<file path="src/rtl/store_merge_unit_pkg.sv">
// Shared encodings for the store/load size units and the store-merge FSM.
package store_merge_unit_pkg;

    localparam logic [1:0] SZ_WORD = 2'b00;
    localparam logic [1:0] SZ_HALF = 2'b01;
    localparam logic [1:0] SZ_BYTE = 2'b10;
    localparam logic [1:0] SZ_RSVD = 2'b11;

    typedef enum logic [2:0] {
        ST_IDLE   = 3'd0,
        ST_READ   = 3'd1,
        ST_WRITE  = 3'd2,
        ST_FINISH = 3'd3,
        ST_FAULT  = 3'd4
    } state_t;

    // A request is rejected when the size is reserved or the offset breaks natural alignment.
    function automatic logic req_fault(input logic [1:0] size, input logic ofs_lsb, input logic ofs_nz);
        case (size)
            SZ_WORD: req_fault = ofs_nz;
            SZ_HALF: req_fault = ofs_lsb;
            SZ_BYTE: req_fault = 1'b0;
            default: req_fault = 1'b1;
        endcase
    endfunction

endpackage

</file>
<file path="src/rtl/store_merge_unit_lane_merge.sv">
// Combinational little-endian lane merge of a store payload into an existing word.
module store_lane_merge
    import store_merge_unit_pkg::*;
#(
    parameter int DATA_W = 32,
    parameter int LANES  = DATA_W / 8,
    parameter int OFS_W  = $clog2(LANES)
) (
    input  logic [DATA_W-1:0] old_word,
    input  logic [DATA_W-1:0] store_data,
    input  logic [1:0]        size,
    input  logic [OFS_W-1:0]  ofs,
    output logic [DATA_W-1:0] merged
);

    // Halfwords are even-aligned, so the upper lane is ofs with its lsb set.
    logic [OFS_W-1:0] ofs_hi_s;
    assign ofs_hi_s = ofs | OFS_W'(1);

    // Select each lane from the payload or from the old word.
    always_comb begin
        merged = old_word;
        for (int i = 0; i < LANES; i++) begin
            case (size)
                SZ_WORD: merged[i*8 +: 8] = store_data[i*8 +: 8];
                SZ_HALF: begin
                    if (ofs == OFS_W'(i)) begin
                        merged[i*8 +: 8] = store_data[7:0];
                    end else if (ofs_hi_s == OFS_W'(i)) begin
                        merged[i*8 +: 8] = store_data[15:8];
                    end else begin
                        merged[i*8 +: 8] = old_word[i*8 +: 8];
                    end
                end
                SZ_BYTE: begin
                    if (ofs == OFS_W'(i)) begin
                        merged[i*8 +: 8] = store_data[7:0];
                    end else begin
                        merged[i*8 +: 8] = old_word[i*8 +: 8];
                    end
                end
                default: merged[i*8 +: 8] = old_word[i*8 +: 8];
            endcase
        end
    end

endmodule

</file>
<file path="src/rtl/store_merge_unit.sv">
// Read-modify-write store engine: fetches the containing word, merges lanes, writes back.
module store_merge_unit
    import store_merge_unit_pkg::*;
#(
    parameter int DATA_W = 32,
    parameter int ADDR_W = 32
) (
    input  logic              clk,
    input  logic              reset,
    input  logic              start,
    input  logic [1:0]        size,
    input  logic [ADDR_W-1:0] addr,
    input  logic [DATA_W-1:0] store_data,
    output logic              busy,
    output logic              done,
    output logic              err,
    output logic              mem_req,
    output logic              mem_we,
    output logic [ADDR_W-1:0] mem_addr,
    output logic [DATA_W-1:0] mem_wdata,
    input  logic [DATA_W-1:0] mem_rdata,
    input  logic              mem_ack
);

    localparam int LANES = DATA_W / 8;
    localparam int OFS_W = $clog2(LANES);

    state_t            state_r, state_s;
    logic [1:0]        size_r, size_s;
    logic [OFS_W-1:0]  ofs_r, ofs_s;
    logic [DATA_W-1:0] data_r, data_s;
    logic [ADDR_W-1:0] mem_addr_r, mem_addr_s;
    logic [DATA_W-1:0] mem_wdata_r, mem_wdata_s;
    logic              busy_r, done_r, err_r, mem_req_r, mem_we_r;
    logic [DATA_W-1:0] merged_s;
    logic [OFS_W-1:0]  addr_ofs_s;

    assign addr_ofs_s = addr[OFS_W-1:0];

    store_lane_merge #(.DATA_W(DATA_W)) u_merge (
        .old_word   (mem_rdata),
        .store_data (data_r),
        .size       (size_r),
        .ofs        (ofs_r),
        .merged     (merged_s)
    );

    // Next-state and next-datapath logic.
    always_comb begin
        state_s     = state_r;
        size_s      = size_r;
        ofs_s       = ofs_r;
        data_s      = data_r;
        mem_addr_s  = mem_addr_r;
        mem_wdata_s = mem_wdata_r;
        case (state_r)
            ST_IDLE: begin
                if (start) begin
                    size_s = size;
                    ofs_s  = addr_ofs_s;
                    data_s = store_data;
                    if (req_fault(size, addr_ofs_s[0], addr_ofs_s != '0)) begin
                        state_s = ST_FAULT;
                    end else if (size == SZ_WORD) begin
                        state_s     = ST_WRITE;
                        mem_addr_s  = addr & ~(ADDR_W'(LANES - 1));
                        mem_wdata_s = store_data;
                    end else begin
                        state_s    = ST_READ;
                        mem_addr_s = addr & ~(ADDR_W'(LANES - 1));
                    end
                end else begin
                    state_s = ST_IDLE;
                end
            end
            ST_READ: begin
                if (mem_ack) begin
                    state_s     = ST_WRITE;
                    mem_wdata_s = merged_s;
                end else begin
                    state_s = ST_READ;
                end
            end
            ST_WRITE: begin
                if (mem_ack) begin
                    state_s = ST_FINISH;
                end else begin
                    state_s = ST_WRITE;
                end
            end
            ST_FINISH: state_s = ST_IDLE;
            ST_FAULT:  state_s = ST_IDLE;
            default:   state_s = ST_IDLE;
        endcase
    end

    // State, datapath and registered handshake outputs decoded from the next state.
    always_ff @(posedge clk) begin
        if (reset) begin
            state_r     <= ST_IDLE;
            size_r      <= 2'b00;
            ofs_r       <= '0;
            data_r      <= '0;
            mem_addr_r  <= '0;
            mem_wdata_r <= '0;
            busy_r      <= 1'b0;
            done_r      <= 1'b0;
            err_r       <= 1'b0;
            mem_req_r   <= 1'b0;
            mem_we_r    <= 1'b0;
        end else begin
            state_r     <= state_s;
            size_r      <= size_s;
            ofs_r       <= ofs_s;
            data_r      <= data_s;
            mem_addr_r  <= mem_addr_s;
            mem_wdata_r <= mem_wdata_s;
            busy_r      <= (state_s != ST_IDLE);
            done_r      <= (state_s == ST_FINISH);
            err_r       <= (state_s == ST_FAULT);
            mem_req_r   <= (state_s == ST_READ) || (state_s == ST_WRITE);
            mem_we_r    <= (state_s == ST_WRITE);
        end
    end

    assign busy      = busy_r;
    assign done      = done_r;
    assign err       = err_r;
    assign mem_req   = mem_req_r;
    assign mem_we    = mem_we_r;
    assign mem_addr  = mem_addr_r;
    assign mem_wdata = mem_wdata_r;

endmodule
</file>
<file path="config.mk">
export PLATFORM = sky130hd
export DESIGN_NAME = store_merge_unit
export DESIGN_NICKNAME = d
export VERILOG_FILES = /design/src/rtl/store_merge_unit_pkg.sv /design/src/rtl/store_merge_unit_lane_merge.sv /design/src/rtl/store_merge_unit.sv
export SDC_FILE = /design/constraint.sdc
export NUM_CORES = 1
export LEC_CHECK = 0
export CORE_MARGIN = 2
export CORE_UTILIZATION = 48
export DETAILED_ROUTE_END_ITERATION = 8
export PLACE_DENSITY_LB_ADDON = 0.12
export SYNTH_ARGS = -nofsm -noshare
export SYNTH_HDL_FRONTEND = slang
export SYNTH_SLANG_ARGS = --single-unit
</file>
<file path="constraint.sdc">
create_clock -name clk -period 4.99 [get_ports clk]
set_input_delay 0.7485 -clock clk [delete_from_list [all_inputs] [get_ports clk]]
set_output_delay 0.7485 -clock clk [all_outputs]
set_load 0.02 [all_outputs]
</file>
==> run metrics <==
top-level port count=171; capturing element of the worst setup path=mem_wdata[10]; Root Buffer Master=sky130_fd_sc_hd__clkbuf_8; remaining antenna violation count after routing=0; outcome=finished, final reports clean; DRT Wirelength=~14000 um; cell count after synthesis=around 600; flip-flop cell with the highest count after synthesis=sky130_fd_sc_hd__dfxtp_1; number of cells after detailed placement=around 840; Post-Synthesis Cell Area=4750 sq um; number of library cell types mapped by synthesis=42; Final Instance Area=6610 sq um; synthesis warning total=0; number of global-route vias before repair=between 4000 and 5000; initial antenna violation count=0; number of pins with negative max-slew slack in the final report=0; CTS Buffer Depth=2; final estimated routing congestion in global placement=0.853; unrepaired setup endpoints after global routing=false; CP Launch Point=start; max-slew headroom at the worst pin=16.1%; top library cells by usage in the layout, fill and taps aside=167 x sky130_fd_sc_hd__clkdlybuf4s50_1, 138 x sky130_fd_sc_hd__nand2_1, 106 x sky130_fd_sc_hd__dfxtp_1; CTS H-tree depth=3; maximum number of pins on one net before global-route repair=around 120; Detailed Place HPWL=just over 10000 um; final hold vios=0; minimum clock period=about 2.9 ns; CTS tree=built; category of the critical setup timing path=in2reg; CP max-delay cell=sky130_fd_sc_hd__and2_1; portion of synthesized cell area occupied by the leading cell type=roughly 45%; cell count of the worst reg-to-reg path=5; sequential area share after synthesis=around 45%; Final Net Count=about 830; WP data required=5.25 ns; f_max=roughly 0.35 GHz; most used cell along the critical path=sky130_fd_sc_hd__buf_4; Tightest Pin Transition=approximately 1.3 ns; Post-CTS Setup Inserts=0; Routed wire per std cell=roughly 17 um; number of setup violations in the final report=0; Post-route DRC=0; final worst path period share=between 50% and 60%; max incr delay on CP=around 0.62 ns; height of the die=just over 100 um; hold buffer count at CTS=0; number of clock sinks=roughly 110; cell taking the most area after synthesis=sky130_fd_sc_hd__dfxtp_1; worst clock skew=between 0.015 and 0.02 ns; reg2reg start=state_r[0]; most common library cell in the layout ignoring fill and taps=sky130_fd_sc_hd__clkdlybuf4s50_1; cell area after placement=6400 sq um; Reg2Reg Setup Slack=between 2 and 2.5 ns; count of instances resized after the clock tree is built=0; number of diodes=0; core utilization of the finished layout=between 60% and 70%; overall track demand over capacity in global routing=a little over a quarter; first-pass iteration count of the detailed router=5; share of async-settable or async-resettable flops after synthesis=0%; worst hold-check path type=reg2reg; peak fanout along the critical path=32; 1st-iter DRT viols=339; layout cell share with drive strength beyond 1=approximately 4.3%; power density over the cells=between 200 and 300 nW/um^2; initial core utilization=49.1%; worst vdd ir=about 150 uV; Seq cells post-synth=between 100 and 150; first-pass GRT wire length=around 23000 um; static leakage=between 2 and 2.5 nW; total via count after detailed routing=around 4800; cell types with the largest area share after synthesis=sky130_fd_sc_hd__dfxtp_1 45%, sky130_fd_sc_hd__nand2_1 11%, sky130_fd_sc_hd__a21oi_1 11%, sky130_fd_sc_hd__a221o_1 3.4%, sky130_fd_sc_hd__a221oi_1 2.9%; EDFF count, synth=0; data arrival at the endpoint of the critical path=3.14 ns; number of standard cells in the layout, taps in and fillers out=860; # fillers=855; CP cell instances=clkdlybuf4s50_1 > nor4b_4 > buf_4 > and2_1 > nor2_2 > buf_4 > o41ai_1; max-cap viol count=0; area overhead of the layout relative to synthesis=39.1%; worst skew pair latency=approximately 0.38 ns; clock-pin slew reported for the worst setup and hold paths after clock tree synthesis=approximately 0.090 ns; count of buffers inserted at the top-level ports=between 150 and 200; end of the worst register-to-register path=mem_wdata[10]; number of buffers created by CTS=9; area of the multi-input gates=between 2000 and 2500 sq um; core region area=approximately 9700 sq um; sequential cell area=around 2100 sq um; Setup crit start kind=input port; overall die width=about 100 um; critical path capture point type=flop; floorplan row count=36; number of vias per cell after detailed routing=between 5 and 6; Mapped Avg Cell Area=8.10 sq um; die outline area=between 10000 and 15000 sq um; GRT overflow=0; final setup TNS=0 ns
[critical path: cells and delay by family]
family,cells,cell delay (ns)
buffers and inverters,3,1.10
AO/OA/AOI/OAI,1,0.39
AND/OR/NAND/NOR,3,0.88
[sequential cells by signal, summed over array words and instances (netlist names)]
signal	count
data_r	32
mem_wdata	32
mem_addr	30
state_r	3
ofs_r	2
size_r	2
busy	1
done	1
err	1
mem_req	1
mem_we	1
[report_power, final]
group | internal, mW | switching [mW] | total (mW)
clock | 0.251 | 0.312 | 0.563
combinational | 0.194 | 0.213 | 0.407
sequential | 0.897 | 0.0450 | 0.942
total | 1.34 | 0.570 | 1.91
[routing by layer]
metal  GRT usage (%)  part of all wire [%]  up-vias
met1            33.0                    42     2215
met2            44.2                    48      194
li1                -                     -     2345
met3            8.50                   8.6       13
met5               0                     0        -
met4            8.49                   1.3        0
[cell type report]
cell class | count | area share, %
Inverter | 4 | 0.227
Clock buffer | 10 | 2.08
Sequential cell | 106 | 32.1
Tap cell | 133 | 2.52
Clock inverter | 6 | 1.10
Multi-Input combinational cell | 428 | 36.0
Timing Repair Buffer | 173 | 26.0
[through the flow]
step           setup slack [ns]  hold WS (ns)  total power [mW]
2_1_floorplan              2.97         0.437              1.17
3_5_place_dp               1.72         0.449              1.36
6_report                   2.10         0.457              1.91
3_3_place_gp               1.85         0.441              1.35
5_1_grt                    1.94         0.485              1.99
4_1_cts                    2.12         0.459              1.92
[cells by family (layout without fill, tap and decap cells)]
group                    count (synthesis)  after routing  synth area share, %
AO/OA/AOI/OAI                          192            192                 26.8
adder cells (fa/ha/maj)                  4              4                 1.05
buffers and inverters                   54            193                 5.32
flip-flops                             106            106                 44.6
other                                    1              2               0.0789
AND/OR/NAND/NOR                        230            230                 22.1
[synth_stat cells, drive strengths merged, types with 8 or more instances]
library cell and n:
a221oi 16, o22ai 8, a21oi 103, a221o 16, nand2 138, buf 20, a211oi 8, nor3 13
a2bb2oi 16, nor2 36, clkbuf 30, a21o 11, nand3b 9, dfxtp 106, nand3 8, nand2b 10
o41ai 8
[how the worst min path moves through the flow]
stage                       from      endpoint  slack [ns]  depth (start not counted)
floorplan             data_r[16]    data_r[16]        0.44                          2
global placement    mem_addr[15]  mem_addr[15]        0.44                          2
detailed placement  mem_addr[13]  mem_addr[13]        0.45                          2
CTS                 mem_addr[31]  mem_addr[31]        0.46                          2
global route         mem_addr[8]   mem_addr[8]        0.48                          2
finish              mem_addr[31]  mem_addr[31]        0.46                          2
No activity file was read; power rests on OpenSTA's default activity.
